<file path="config.mk">
export PLATFORM = sky130hd
export DESIGN_NAME = prog_counter
export DESIGN_NICKNAME = d
export VERILOG_FILES = /design/src/rtl/prog_counter_pkg.sv /design/src/rtl/prog_counter_step.sv /design/src/rtl/prog_counter.sv
export SDC_FILE = /design/constraint.sdc
export NUM_CORES = 1
export LEC_CHECK = 0
export CAP_MARGIN = 20
export CORE_AREA = 2 2 54 43
export CTS_CLUSTER_SIZE = 30
export DETAILED_ROUTE_END_ITERATION = 10
export DIE_AREA = 0 0 56 45
export GPL_TIMING_DRIVEN = 1
export PLACE_DENSITY = 0.82
export SLEW_MARGIN = 20
export SYNTH_ARGS = -nofsm -noshare
export SYNTH_HDL_FRONTEND = slang
export SYNTH_SLANG_ARGS = --single-unit
</file>
<file path="constraint.sdc">
create_clock -name clk -period 4.1 [get_ports clk]
set_input_delay 0.82 -clock clk [delete_from_list [all_inputs] [get_ports clk]]
set_output_delay 0.82 -clock clk [all_outputs]
set_load 0.005 [all_outputs]
</file>
<file path="src/rtl/prog_counter_pkg.sv">
// Shared encodings for the programmable counter: operating modes and FSM states.
package prog_counter_pkg;

  typedef enum logic [1:0] {
    ST_RUN  = 2'd0,
    ST_HOLD = 2'd1,
    ST_DONE = 2'd2
  } state_t;

  localparam logic [1:0] MODE_WRAP    = 2'b00;
  localparam logic [1:0] MODE_SAT     = 2'b01;
  localparam logic [1:0] MODE_ONESHOT = 2'b10;
  localparam logic [1:0] MODE_RSVD    = 2'b11;

  // The reserved encoding behaves exactly like wrap.
  function automatic logic is_wrap(input logic [1:0] mode);
    return (mode == MODE_WRAP) || (mode == MODE_RSVD);
  endfunction

endpackage

</file>
<file path="src/rtl/prog_counter_step.sv">
// Combinational next-value datapath: step add/subtract, boundary detect, bound values
// and load clamping for the programmable counter.
module prog_counter_step
  import prog_counter_pkg::*;
#(
  parameter int DATA_WIDTH = 8,
  parameter int COUNT_FROM = 0,
  parameter int COUNT_TO   = 10,
  parameter int STEP       = 1
) (
  input  logic [DATA_WIDTH-1:0] count,
  input  logic                  dir,
  input  logic [DATA_WIDTH-1:0] load_value,
  output logic [DATA_WIDTH-1:0] step_value,
  output logic                  boundary,
  output logic [DATA_WIDTH-1:0] wrap_value,
  output logic [DATA_WIDTH-1:0] sat_value,
  output logic [DATA_WIDTH-1:0] load_clamped
);

  localparam int XW = DATA_WIDTH + 1;
  localparam logic [DATA_WIDTH-1:0] FROM_W = DATA_WIDTH'(COUNT_FROM);
  localparam logic [DATA_WIDTH-1:0] TO_W   = DATA_WIDTH'(COUNT_TO);
  localparam logic [DATA_WIDTH-1:0] STEP_W = DATA_WIDTH'(STEP);
  localparam logic [XW-1:0] TO_X    = XW'(COUNT_TO);
  localparam logic [XW-1:0] STEP_X  = XW'(STEP);
  // count - STEP < COUNT_FROM rewritten as count < COUNT_FROM + STEP to avoid underflow.
  localparam logic [XW-1:0] LOW_X   = XW'(COUNT_FROM) + XW'(STEP);

  logic [XW-1:0] count_x;
  logic [XW-1:0] up_x;

  assign count_x = {1'b0, count};
  assign up_x    = count_x + STEP_X;

  assign boundary   = dir ? (up_x > TO_X) : (count_x < LOW_X);
  assign step_value = dir ? (count + STEP_W) : (count - STEP_W);
  assign wrap_value = dir ? FROM_W : TO_W;
  assign sat_value  = dir ? TO_W : FROM_W;

  always_comb begin
    load_clamped = load_value;
    if (load_value < FROM_W) begin
      load_clamped = FROM_W;
    end else if (load_value > TO_W) begin
      load_clamped = TO_W;
    end
  end

endmodule

</file>
<file path="src/rtl/prog_counter.sv">
// Programmable up/down counter with wrap, saturate and one-shot modes, parallel load
// and a registered terminal-count pulse.
module prog_counter
  import prog_counter_pkg::*;
#(
  parameter int DATA_WIDTH = 8,
  parameter int COUNT_FROM = 0,
  parameter int COUNT_TO   = 10,
  parameter int STEP       = 1
) (
  input  logic                  clk,
  input  logic                  rst,
  input  logic                  en,
  input  logic                  dir,
  input  logic [1:0]            mode,
  input  logic                  load,
  input  logic [DATA_WIDTH-1:0] load_value,
  output logic [DATA_WIDTH-1:0] count,
  output logic                  tc,
  output logic                  done
);

  localparam logic [DATA_WIDTH-1:0] FROM_W = DATA_WIDTH'(COUNT_FROM);
  localparam logic [DATA_WIDTH-1:0] TO_W   = DATA_WIDTH'(COUNT_TO);

  state_t                  state_q, state_d;
  logic [DATA_WIDTH-1:0]   count_q, count_d;
  logic                    tc_q, tc_d;
  logic                    done_q;

  logic [DATA_WIDTH-1:0]   step_value;
  logic                    boundary;
  logic [DATA_WIDTH-1:0]   wrap_value;
  logic [DATA_WIDTH-1:0]   sat_value;
  logic [DATA_WIDTH-1:0]   load_clamped;
  logic                    hold_up;
  logic                    hold_release;
  logic                    take_step;

  prog_counter_step #(
    .DATA_WIDTH (DATA_WIDTH),
    .COUNT_FROM (COUNT_FROM),
    .COUNT_TO   (COUNT_TO),
    .STEP       (STEP)
  ) u_step (
    .count        (count_q),
    .dir          (dir),
    .load_value   (load_value),
    .step_value   (step_value),
    .boundary     (boundary),
    .wrap_value   (wrap_value),
    .sat_value    (sat_value),
    .load_clamped (load_clamped)
  );

  // HOLD is only entered at a bound, and the two bounds differ, so the count
  // itself tells which direction saturated.
  assign hold_up      = (count_q == TO_W);
  assign hold_release = (dir != hold_up) || is_wrap(mode);
  assign take_step    = en && ((state_q == ST_RUN) ||
                               ((state_q == ST_HOLD) && hold_release));

  always_comb begin
    state_d = state_q;
    count_d = count_q;
    tc_d    = 1'b0;
    if (load) begin
      count_d = load_clamped;
      state_d = ST_RUN;
    end else begin
      if ((state_q == ST_HOLD) && hold_release) begin
        state_d = ST_RUN;
      end
      if (take_step) begin
        if (!boundary) begin
          count_d = step_value;
        end else begin
          tc_d = 1'b1;
          if (is_wrap(mode)) begin
            count_d = wrap_value;
            state_d = ST_RUN;
          end else if (mode == MODE_SAT) begin
            count_d = sat_value;
            state_d = ST_HOLD;
          end else begin
            count_d = sat_value;
            state_d = ST_DONE;
          end
        end
      end
    end
  end

  always_ff @(posedge clk) begin
    if (rst) begin
      state_q <= ST_RUN;
      count_q <= FROM_W;
      tc_q    <= 1'b0;
      done_q  <= 1'b0;
    end else begin
      state_q <= state_d;
      count_q <= count_d;
      tc_q    <= tc_d;
      done_q  <= (state_d == ST_DONE);
    end
  end

  assign count = count_q;
  assign tc    = tc_q;
  assign done  = done_q;

endmodule

</file>
* Yosys cells after proc, flatten, opt, wreduce, memory -nomap -nowiden *
Cells that the tools add are included.

word-level totals
  flip-flop bits (word level) = 12
  bits in latches = 0
  memory bits (writable) = 0
  memory bits (read-only) = 0
  input bits = 15
  output and inout bits = 10
  word-level logic and storage cells = 44
  memories kept = 0

operators by class
  add/subtract/negate cells = 3
  multiply operators = 0
  divide/modulo/power cells = 0
  order comparisons = 4
  equality and inequality tests = 6
  shifts and indexed selects = 0
  multiplexer cells = 17
  bitwise gates (word level) = 1
  reduce and logical (&&, ||, !) cells = 9

operator list
  operator               count
  $mux W8                7
  $lt A8 B1 Y1 const B   2
  $mux W2                6
  $add A8 B1 Y9 const B  1
  $gt A9 B4 Y1 const B   1
  $add A8 B1 Y8 const B  1
  $eq A8 B4 Y1 const B   1
  $gt A8 B4 Y1 const B   1
  $mux W4                2
  $sub A8 B1 Y8 const B  1
  $eq A2 B1 Y1 const B   2
  $eq A2 B2 Y1 const B   2
  $logic_not A2 Y1       2
  $logic_or A1 B1 Y1     3
  $reduce_or A3 Y1       1
  $logic_and A1 B1 Y1    2
  $mux W1                2
  $reduce_bool A2 Y1     1
  $ne A1 B1 Y1           1
  $not A1 Y1             1

* Logic depth before layout (Yosys ltp) *
  depth after elaboration = 9
  depth in mapped cells = 9
  depth with buffers taken out = 8

* Hierarchy *
A second synthesis with hierarchy kept.

second synthesis, totals
  cells, all modules = 184
  area total of the unflattened synthesis = 1373.8 um^2

by module, submodules not included
  module             times used  cells an instance  area each (um^2)  seq. area each (um^2)
  prog_counter       1           102                799.5             240.2
  prog_counter_step  1           82                 574.3             0.0

* Worst setup path before layout *
Ideal clock, no wire load.

  path type = input port to flip-flop
  from = input port mode[0]
  to = register count_q[1] (netlist: count[1])
  library setup time = 0.101 ns
  arrival time = 2.169 ns
  data required time = 3.999 ns
  path slack = 1.830 ns
  cell stages on the path = 5
  path buffers = 0
  cell sequence = inv_1 -> ha_1 -> o41a_4 -> or4_1 -> o41ai_1

on the way
  longest elaborated chain between the ends = 7
  elaborated cells on any way between the ends = 12
  those cells by class = eq/ne (1); mux (4); reduce/logical (7)

ends and longest elaborated chain
  item                                              line                    RTL
  start: declaration                                prog_counter.sv:15      input logic [1:0] mode,
  $eq A2 B2 Y1 or $logic_not A2 Y1 (tied branches)  prog_counter_pkg.sv:17  return (mode == MODE_WRAP) || (mode == MODE_RSVD);
  $logic_or A1 B1 Y1 (*)                            prog_counter_pkg.sv:17
  branches (longest 5 deep; another with $mux W8)   -
  end signal: assignment                            prog_counter.sv:102     count_q <= count_d;
  end: declaration                                  prog_counter.sv:27      logic [DATA_WIDTH-1:0] count_q, count_d;

Every way passes the cells marked *. The select of a mux whose other input is x is not followed.
A chain may end at the register's enable or synchronous reset.

* Final worst setup path *
  from = input port dir
  to = register count_q[6] (netlist: count[6])

on the way
  longest elaborated chain between the ends = 6
  elaborated cells on any way between the ends = 11
  those cells by class = eq/ne (1); mux (5); reduce/logical (5)

ends and longest elaborated chain
  item                          line                RTL
  start: declaration            prog_counter.sv:14  input logic dir,
  $ne A1 B1 Y1                  prog_counter.sv:59  assign hold_release = (dir != hold_up) || is_wrap(mode);
  $logic_or A1 B1 Y1            prog_counter.sv:59
  $logic_and A1 B1 Y1           prog_counter.sv:61  ((state_q == ST_HOLD) && hold_release));
  $logic_or A1 B1 Y1            prog_counter.sv:60  assign take_step = en && ((state_q == ST_RUN) ||
  $logic_and A1 B1 Y1           prog_counter.sv:60
  $reduce_bool A2 Y1 (no line)  -

Parallel ways exist; a longest one is shown, timed or not. The select of a mux whose other input is x is not followed.

==> metrics.cfg <==
[route]
wire_per_inst_um = 15.7
via_count = 1070
route.detailed.drc = 0
antenna_left = 0
wirelength_um = 2690
drt_pass1_iterations = 5
drt_iter0_drc = 34
via_per_inst = 6.26

[clocking]
cts.sinks = 12
cts_root_buffer = clkbuf_4
clockBufferDepth = 2
ctsHoldBuffers = 0
path_clk_slew_ns = 0.08
numCtsBuffers = 3
clkLatencyLatePin_ns = 0.28
cts_tree = yes
post_cts_buffers = 0
cts.repair.resized = 0
ctsHtreeMaxLevel = 1

[global_routing]
grt_overflow_total = 0
grt_max_degree = 14
track_usage_pct = 23.3
grt_pass1_wl_um = 4570
antenna_found_initial = 0
grt_pass1_vias = 991

[floorplanning]
core_area_um2 = 1960
die_height_um = 45
pin_count = 25
rows = 14
start_util_pct = 50.6
dieWidth_um = 56
dieArea_um2 = 2520

[setup_path]
reg2reg_depth = 6
endpoint_kind = flop
critPathKind = in2reg
reg2reg_slack_ns = 1.51
crit_arrival_ns = 2.90
critPathRequiredTime_ns = 4.31
crit_start = dir
worstPathMaxFanout = 13
reg2reg_from = count[2]
cp-start-kind = input pin

[hold_path]
hold_start = count[7]
holdCritPathClass = reg2reg
holdPathStages = 2

[synth]
ys.flop_type = dfxtp_1
netlist_instances = 125
netlist_area_um2 = 992
synth_edf_count = 0
synth.distinct_cells = 41
synth_common_cells = dfxtp_1, nor2_1, inv_1, nand2_1
synth_area_leaders = dfxtp_1, ha_1, xnor2_1, nor2_1, a31oi_1
synth_most_common_cell = dfxtp_1
ys_ff_latch = 12
synth.net_count = 146
ys_warn_count = 0
syn_avg_cell_area_um2 = 7.94
ys_seq_area_share_pct = 24.2
async_flop_share_pct = 0
yosysTopAreaCell = dfxtp_1
synth.top_cell.area_share_pct = 24.2

[power]
finalPower_w = 0.000348
peakVddDrop_uv = 295
p_per_area_nw_per_um2 = 275
leakage_nw = 0.452

[timing]
tightest_slew_ns = 0.540
fmax_mhz = 372
min_period_ns = 2.69
slew_violations = 0
setup_violations = 0
skew_ns = 0.00270
rsz0062_at_grt = no
hold_viol_final = 0
setup-tns-final_ns = 0
relSlewSlack_pct = 63.9
fin_crit_sh_pct = 65.6

[place]
dpl_cell_area_um2 = 1230
gp_congestion = 0.933
dp_hpwl_um = 2080
portBuffers = 24

[final_layout]
fin_area_um2 = 1270
nets = 169
area_growth_syn_to_layout_pct = 27.6
drive_above_1_share_pct = 10.2
diodes = 0

[status]
status = complete, no violations

[run]
drv_cap = 0

sequential cells by signal, indices dropped and copies added, names as in the netlist:
name     flops
count        8
state_q      2
done         1
tc           1
final timing paths:
kind                    to
hold reg to reg   count[7]
setup / recovery  count[6]
hold / removal    count[7]
setup reg to reg      done
metal layers:
layer	up-vias	track usage (%)	share of wire [%]	wire (µm)
met5	-	0	0	0
met4	0	5.24	0.48	13
met3	2	5.73	9.5	255
met2	54	40.9	46	1230
met1	501	29.7	44	1190
li1	513	-	-	-
logic make-up (layout without fill, tap and decap cells):
| logic type | after synthesis | after routing | synth area share, % |
|---|---|---|---|
| and+or+nand+nor | 48 | 48 | 25.1 |
| muxes | 2 | 2 | 2.02 |
| buffers and inverters | 16 | 38 | 7.06 |
| xor gates and xnor gates | 8 | 8 | 7.06 |
| AOI/OAI and AO/OA | 33 | 33 | 27.0 |
| adders and majority gates | 6 | 6 | 7.57 |
| DFF | 12 | 12 | 24.2 |
where the power goes:
part           switching (W)  leakage (nW)  total (W)  internal (W)
registers          0.0000110        0.0976   0.000133      0.000122
clock network      0.0000439        0.0210  0.0000979     0.0000540
logic              0.0000592         0.334   0.000117     0.0000580
cell usage in the layout (no fill, tap or decap), drive strengths merged, types with 4 or more instances in the layout:
master,synthesis,layout
a31oi,6,6
clkbuf,2,4
clkdlybuf4s50,0,24
dfxtp,12,12
ha,6,6
inv,10,10
nand2,10,10
nand3,5,5
nor2,12,12
nor3,6,6
or2,4,4
or4,4,4
xnor2,6,6
metrics by stage:
| stage | util (%) | instances | hold WS [ns] | setup WS [ns] |
|---|---|---|---|---|
| 2_1_floorplan | - | 125 | 0.483 | 1.83 |
| 3_3_place_gp | 62.7 | 167 | 0.530 | 1.25 |
| 3_5_place_dp | 62.7 | 167 | 0.532 | 1.15 |
| 4_1_cts | 64.5 | 171 | 0.549 | 1.44 |
| 5_1_grt | 64.5 | 171 | 0.582 | 1.29 |
| 6_report | 64.5 | 171 | 0.559 | 1.41 |
area by class of cell:
type	count	area (µm²)
Fill cell	178	696
Inverter	10	37.5
Sequential cell	12	240
Clock buffer	4	36.3
Tap cell	24	30.0
Multi-Input combinational cell	97	682
Timing Repair Buffer	24	240
critical path, cell delays in order:
cell             delay [ns]
clkdlybuf4s50_1        0.68
nor4_2                 0.52
o41ai_2                0.19
or4_1                  0.55
mux2i_1                0.13
Power figures use the tool's default switching activity.
